$ cat src/rtl/bcd_pkg.sv
// Shared BCD definitions used by the BCD-to-binary and binary-to-BCD converters.
package bcd_pkg;

    localparam int NUM_DIGITS = 5;

    typedef logic [3:0] bcd_digit_t;
    typedef logic [NUM_DIGITS-1:0][3:0] bcd_word_t;

    localparam bcd_digit_t BCD_MAX = 4'd9;

    localparam logic [0:0] ST_IDLE = 1'b0;
    localparam logic [0:0] ST_WORK = 1'b1;

    function automatic logic has_bad_digit(input bcd_word_t word);
        logic bad;
        bad = 1'b0;
        for (int i = 0; i < NUM_DIGITS; i++) begin
            if (word[i] > BCD_MAX) begin
                bad = 1'b1;
            end
        end
        return bad;
    endfunction

endpackage

$ cat src/rtl/bcd_to_bin_mul10_add.sv
// One fold step of the conversion: sum = acc*10 + digit, with carry_out
// flagging any bits lost above the accumulator width.
module mul10_add
    import bcd_pkg::*;
#(
    parameter int WIDTH = 16
) (
    input  logic [WIDTH:0] acc,
    input  bcd_digit_t     digit,
    output logic [WIDTH:0] sum,
    output logic           carry_out
);

    logic [WIDTH+4:0] wide;

    // Four guard bits hold the largest possible x10 + 15 result without loss.
    assign wide      = ({4'b0000, acc} << 3) + ({4'b0000, acc} << 1)
                     + {{(WIDTH+1){1'b0}}, digit};
    assign sum       = wide[WIDTH:0];
    assign carry_out = |wide[WIDTH+4:WIDTH+1];

endmodule

$ cat src/rtl/bcd_to_bin.sv
// Iterative five-digit BCD to binary converter, one digit per clock, MSD first,
// with ready/load/done handshake, digit-range check and saturating overflow.
module bcd_to_bin
    import bcd_pkg::*;
#(
    parameter int WIDTH = 16
) (
    input  logic             clk,
    input  logic             reset_n,
    input  logic             load,
    input  logic [3:0]       dig_5,
    input  logic [3:0]       dig_4,
    input  logic [3:0]       dig_3,
    input  logic [3:0]       dig_2,
    input  logic [3:0]       dig_1,
    output logic [WIDTH-1:0] number,
    output logic             ready,
    output logic             done,
    output logic             err_digit,
    output logic             overflow
);

    logic [0:0]       state_q, state_d;
    logic [2:0]       idx_q, idx_d;
    bcd_word_t        digits_q, digits_d;
    logic [WIDTH:0]   acc_q, acc_d;
    logic             ovf_q, ovf_d;
    logic [WIDTH-1:0] number_q, number_d;
    logic             done_q, done_d;
    logic             err_q, err_d;
    logic             overflow_q, overflow_d;

    bcd_word_t        in_word;
    logic [WIDTH:0]   step_sum;
    logic             step_carry;

    assign in_word = {dig_5, dig_4, dig_3, dig_2, dig_1};

    mul10_add #(
        .WIDTH(WIDTH)
    ) u_mul10_add (
        .acc      (acc_q),
        .digit    (digits_q[idx_q]),
        .sum      (step_sum),
        .carry_out(step_carry)
    );

    always_comb begin
        state_d    = state_q;
        idx_d      = idx_q;
        digits_d   = digits_q;
        acc_d      = acc_q;
        ovf_d      = ovf_q;
        number_d   = number_q;
        done_d     = 1'b0;
        err_d      = err_q;
        overflow_d = overflow_q;

        case (state_q)
            ST_IDLE: begin
                if (load) begin
                    digits_d   = in_word;
                    err_d      = 1'b0;
                    overflow_d = 1'b0;
                    // A bad digit is reported immediately without entering WORK.
                    if (has_bad_digit(in_word)) begin
                        err_d    = 1'b1;
                        number_d = '0;
                        done_d   = 1'b1;
                    end else begin
                        acc_d   = '0;
                        ovf_d   = 1'b0;
                        idx_d   = 3'd4;
                        state_d = ST_WORK;
                    end
                end
            end
            default: begin
                acc_d = step_sum;
                ovf_d = ovf_q | step_carry;
                idx_d = idx_q - 3'd1;
                if (idx_q == 3'd0) begin
                    if (step_sum[WIDTH] || ovf_d) begin
                        number_d   = '1;
                        overflow_d = 1'b1;
                    end else begin
                        number_d = step_sum[WIDTH-1:0];
                    end
                    done_d  = 1'b1;
                    state_d = ST_IDLE;
                end
            end
        endcase
    end

    always_ff @(posedge clk) begin
        if (!reset_n) begin
            state_q    <= ST_IDLE;
            idx_q      <= '0;
            digits_q   <= '0;
            acc_q      <= '0;
            ovf_q      <= 1'b0;
            number_q   <= '0;
            done_q     <= 1'b0;
            err_q      <= 1'b0;
            overflow_q <= 1'b0;
        end else begin
            state_q    <= state_d;
            idx_q      <= idx_d;
            digits_q   <= digits_d;
            acc_q      <= acc_d;
            ovf_q      <= ovf_d;
            number_q   <= number_d;
            done_q     <= done_d;
            err_q      <= err_d;
            overflow_q <= overflow_d;
        end
    end

    assign ready     = (state_q == ST_IDLE);
    assign number    = number_q;
    assign done      = done_q;
    assign err_digit = err_q;
    assign overflow  = overflow_q;

endmodule
$ cat config.mk
export PLATFORM = sky130hd
export DESIGN_NAME = bcd_to_bin
export DESIGN_NICKNAME = d
export VERILOG_FILES = /design/src/rtl/bcd_pkg.sv /design/src/rtl/bcd_to_bin_mul10_add.sv /design/src/rtl/bcd_to_bin.sv
export SDC_FILE = /design/constraint.sdc
export NUM_CORES = 1
export LEC_CHECK = 0
export BUFFER_PORTS_ARGS = -buffer_cell sky130_fd_sc_hd__buf_2
export CORE_ASPECT_RATIO = 0.75
export CORE_UTILIZATION = 61
export CTS_BUF_LIST = sky130_fd_sc_hd__clkbuf_16
export DETAILED_ROUTE_END_ITERATION = 8
export GPL_TIMING_DRIVEN = 0
export PLACE_DENSITY = 0.83
export SLEW_MARGIN = 10
export SYNTH_ARGS = -nofsm -noshare
export SYNTH_HDL_FRONTEND = slang
export SYNTH_HIERARCHICAL = 1
export SYNTH_SLANG_ARGS = --single-unit
$ cat constraint.sdc
create_clock -name clk -period 8.4 [get_ports clk]
set_clock_uncertainty 0.1 [all_clocks]
set_input_delay 0.42 -clock clk [delete_from_list [all_inputs] [get_ports clk]]
set_output_delay 0.42 -clock clk [all_outputs]
set_load 0.005 [all_outputs]
==> impl_metrics.yaml <==
detailed_routing:
  wire_per_inst_um: 18.24
  via_per_inst: 6.324
  drtAntennaViolNets: 0
  drt_first_iter_violations: 375
  dr.pass1.iters: 5
  vias: 3567
  drt_wl_total_um: 10290
  drcViolationCount: 0
floorplanning:
  start_util_pct: 64.04
  die_y_um: 69.90
  die_area_sq_um: 6468
  dieWidth_um: 92.54
  fp.coreArea_sq_um: 5856
  rows: 24
  ioPinCount: 43
sta:
  relSlewSlack_pct: 65.40
  timing.final.hold_violations: 0
  min_period_ps: 5091
  worst_pin_slew_ps: 519.1
  max_freq_ghz: 0.1964
  min_period_over_period_pct: 60.60
  finalMaxSlewViolations: 0
  setup_tns_ps: 0
  rsz0062_at_grt: "false"
  setup_viol: 0
power_and_ir_drop:
  vdd.ir_drop.worst_mv: 0.1355
  power.switching_w: 0.0001878
  power.density_nw_per_um2: 176.7
  seq_power_share_pct: 39.6
  leakagePower_nw: 2.108
  p_sw_share_pct: 24.33
  p_int_w: 0.0005842
  combPwrFrac_pct: 8.9
  clock_power_share_pct: 51.4
clock_tree:
  numCtsBuffers: 9
  path_clk_slew_ps: 60
  cts_tree: "yes"
  clock-sinks: 61
  h-tree-depth: 3
  clk_latency_ps: 330
  cts_setup_buffers: 0
  clockBufferDepth: 2
  holdBufCountCts: 0
  cts_resized: 0
  ctsRootBufferMaster: "clkbuf_16"
run_status:
  status: "finished clean"
global_routing:
  grt_remaining_overflow: 0
  antenna_found_initial: 0
  grt_max_degree: 12
  grt_pass1_wl_um: 17040
  grt_pass1_vias: 3489
  grt_usage_pct: 34.16
critical_path:
  max_stage_delay_ps: 540
  cp_max_fo: 10
  cp_data_arrival_time_ps: 5200
  worstSetupPathType: "flop to flop"
  start_kind: "flop"
  r2r-start: "idx_q[0]"
  crit_start: "idx_q[0]"
  r2r_end: "number[6]"
  required_ps: 8510
  crit_path_top_delay_cell: "mux4_2"
  endpoint: "number[6]"
  crit_cells: 20
  endpoint_kind: "flop"
  cp_cell_sequence: "buf_2, mux4_2, inv_1, o21ai_0, ha_1, ha_1, fa_1, a21oi_1, nor2_1, o31ai_2, o21a_1, o21ai_0, a32oi_1, nand3_1, nor3_1, nand2b_1, clkbuf_1, buf_2, o221ai_1, nand2_1"
  worst-path-buf-inv: 4
  r2r_cells: 20
  cp_top_family: "compound AO/OA/AOI/OAI gates"
  r2r_slack_ps: 3310
logic_synthesis:
  synth_fp_nets: 489
  synth_cell_types: 53
  synth_top_area_share_pct: 32.57
  yosys_warnings: 6
  synthCells: 429
  yosysSeqAreaShare_pct: 32.57
  ys_top_cells_by_area: "dfxtp_1 (33%), ha_1 (12%), nand2_1 (6.3%), a21oi_1 (5.1%), a22o_1 (4.0%)"
  syn_avg_cell_area_sq_um: 8.741
  netlist_area_sq_um: 3750
  synth_largest_area_cell: "dfxtp_1"
  synth_seq_cells: 61
run:
  max_cap_violations: 0
cells_and_area:
  syn_to_final_growth_pct: 16.48
  num-fill-cells: 444
  n_antenna_cell: 0
  drive_gt1_share_pct: 20.16
  utilization_pct: 74.59
  nets: 541
min_path:
  hold_path_depth: 3
  hold_path.class: "input port to flop"
place:
  port_buffers: 41
  globalplace.congestion: 0.8688
  place_hpwl_um: 7248
worst min-delay path by stage:
stage	from	end	slack, ps
floorplan	digits_q[10]	digits_q[10]	330
global placement	digits_q[3]	digits_q[3]	340
detailed placement	digits_q[4]	digits_q[4]	350
CTS	dig_4[0]	digits_q[12]	210
global route	dig_2[0]	digits_q[4]	240
finish	dig_4[0]	digits_q[12]	220
power by group through the flow:
stage                     Sequential, W  Clock (W)  Combinational, W
after floorplan                0.000310          0         0.0000437
after global placement         0.000311          0         0.0000656
after detailed placement       0.000312          0         0.0000675
after CTS                      0.000306   0.000397         0.0000681
after global routing           0.000307   0.000410         0.0000765
final                          0.000306   0.000397         0.0000691
metrics by stage:
| stage | hold WS (ps) | setup slack, ps | std cells | power (W) | instance area [sq um] |
|---|---|---|---|---|---|
| final | 219.7 | 3309 | 564 | 0.0007720 | 4368 |
| after global routing | 245.0 | 3090 | 564 | 0.0007937 | 4368 |
| after detailed placement | 347.7 | 3518 | 548 | 0.0003794 | 4053 |
| after CTS | 212.7 | 3465 | 564 | 0.0007711 | 4368 |
| after global placement | 342.1 | 3750 | 548 | 0.0003769 | 4053 |
| after floorplan | 333.1 | 4300 | 429 | 0.0003539 | 3750 |
layer usage:
layer | global-route usage, % | wire length, um | part of all wire [%] | up-vias
li1 | - | - | - | 1648
met5 | 0 | 0 | 0 | -
met4 | 11.28 | 216 | 2.1 | 0
met2 | 51.44 | 4549 | 44 | 196
met1 | 48.28 | 4595 | 45 | 1697
met3 | 7.734 | 928 | 9.0 | 26
cells in the final DEF, fill, tap and decap left out, types with 11 or more instances in the layout:
cell type | netlist | routed
a22o_1 | 17 | 17
a21o_1 | 11 | 11
nand2_1 | 63 | 63
xnor2_1 | 12 | 12
inv_1 | 13 | 13
a21oi_1 | 38 | 38
o221ai_1 | 15 | 15
dfxtp_1 | 61 | 61
o21ai_0 | 18 | 18
and2_1 | 17 | 17
nand3_1 | 27 | 27
ha_1 | 35 | 35
buf_2 | 10 | 51
synth_stat cells (all sizes together):
master	count
o211a	2
and2b	1
and2	17
nor3	5
o41ai	1
a31oi	2
a41oi	1
and4	2
o211ai	1
dfxtp	61
xor2	3
nand2	65
mux4	4
fa	2
a32oi	1
a311oi	1
o2bb2ai	1
xnor2	12
buf	20
nor3b	1
o221ai	15
o21ai	23
nor2	11
clkbuf	9
a21o	12
nand3	27
o31ai	1
nand2b	3
o21a	2
mux2i	2
nand4	2
o2111a	1
and3	3
a22o	17
inv	15
a211oi	1
o21bai	1
nand3b	2
ha	35
a21oi	38
nor2b	4
o31a	2
sequential cells by signal, indices dropped and copies added (netlist names):
| name | flops |
|---|---|
| overflow | 1 |
| ovf_q | 1 |
| acc_q | 17 |
| err_digit | 1 |
| state_q | 1 |
| idx_q | 3 |
| digits_q | 20 |
| done | 1 |
| number | 16 |
cell families after synthesis:
kind of cell | share of synthesized area [%]
compound gates | 23.06
buf+inv | 6.340
xor+xnor | 3.504
fa+ha+maj | 12.75
mux | 2.936
flops | 32.57
simple gates | 18.85
final cells by class:
| cell class | instances | area, sq um | area share (%) |
|---|---|---|---|
| plain buffers | 29 | 181.4 | 4.154 |
| clock buffers | 9 | 225.2 | 5.156 |
| clock inverters | 7 | 90.09 | 2.062 |
| inverters | 15 | 56.30 | 1.289 |
| multi-input cells | 324 | 2291 | 52.45 |
| flip-flops and latches | 61 | 1221 | 27.96 |
| well taps | 78 | 97.59 | 2.234 |
| repair buffers | 41 | 205.2 | 4.698 |
worst register-to-register path, delay by kind of cell (launching register included):
| family | cells | cell delay, ps |
|---|---|---|
| buf+inv | 4 | 770 |
| simple gates | 5 | 710 |
| compound gates | 7 | 1620 |
| mux | 1 | 540 |
| fa+ha+maj | 3 | 950 |
| flops | 1 | 300 |
(Power assumes the default switching activity.)
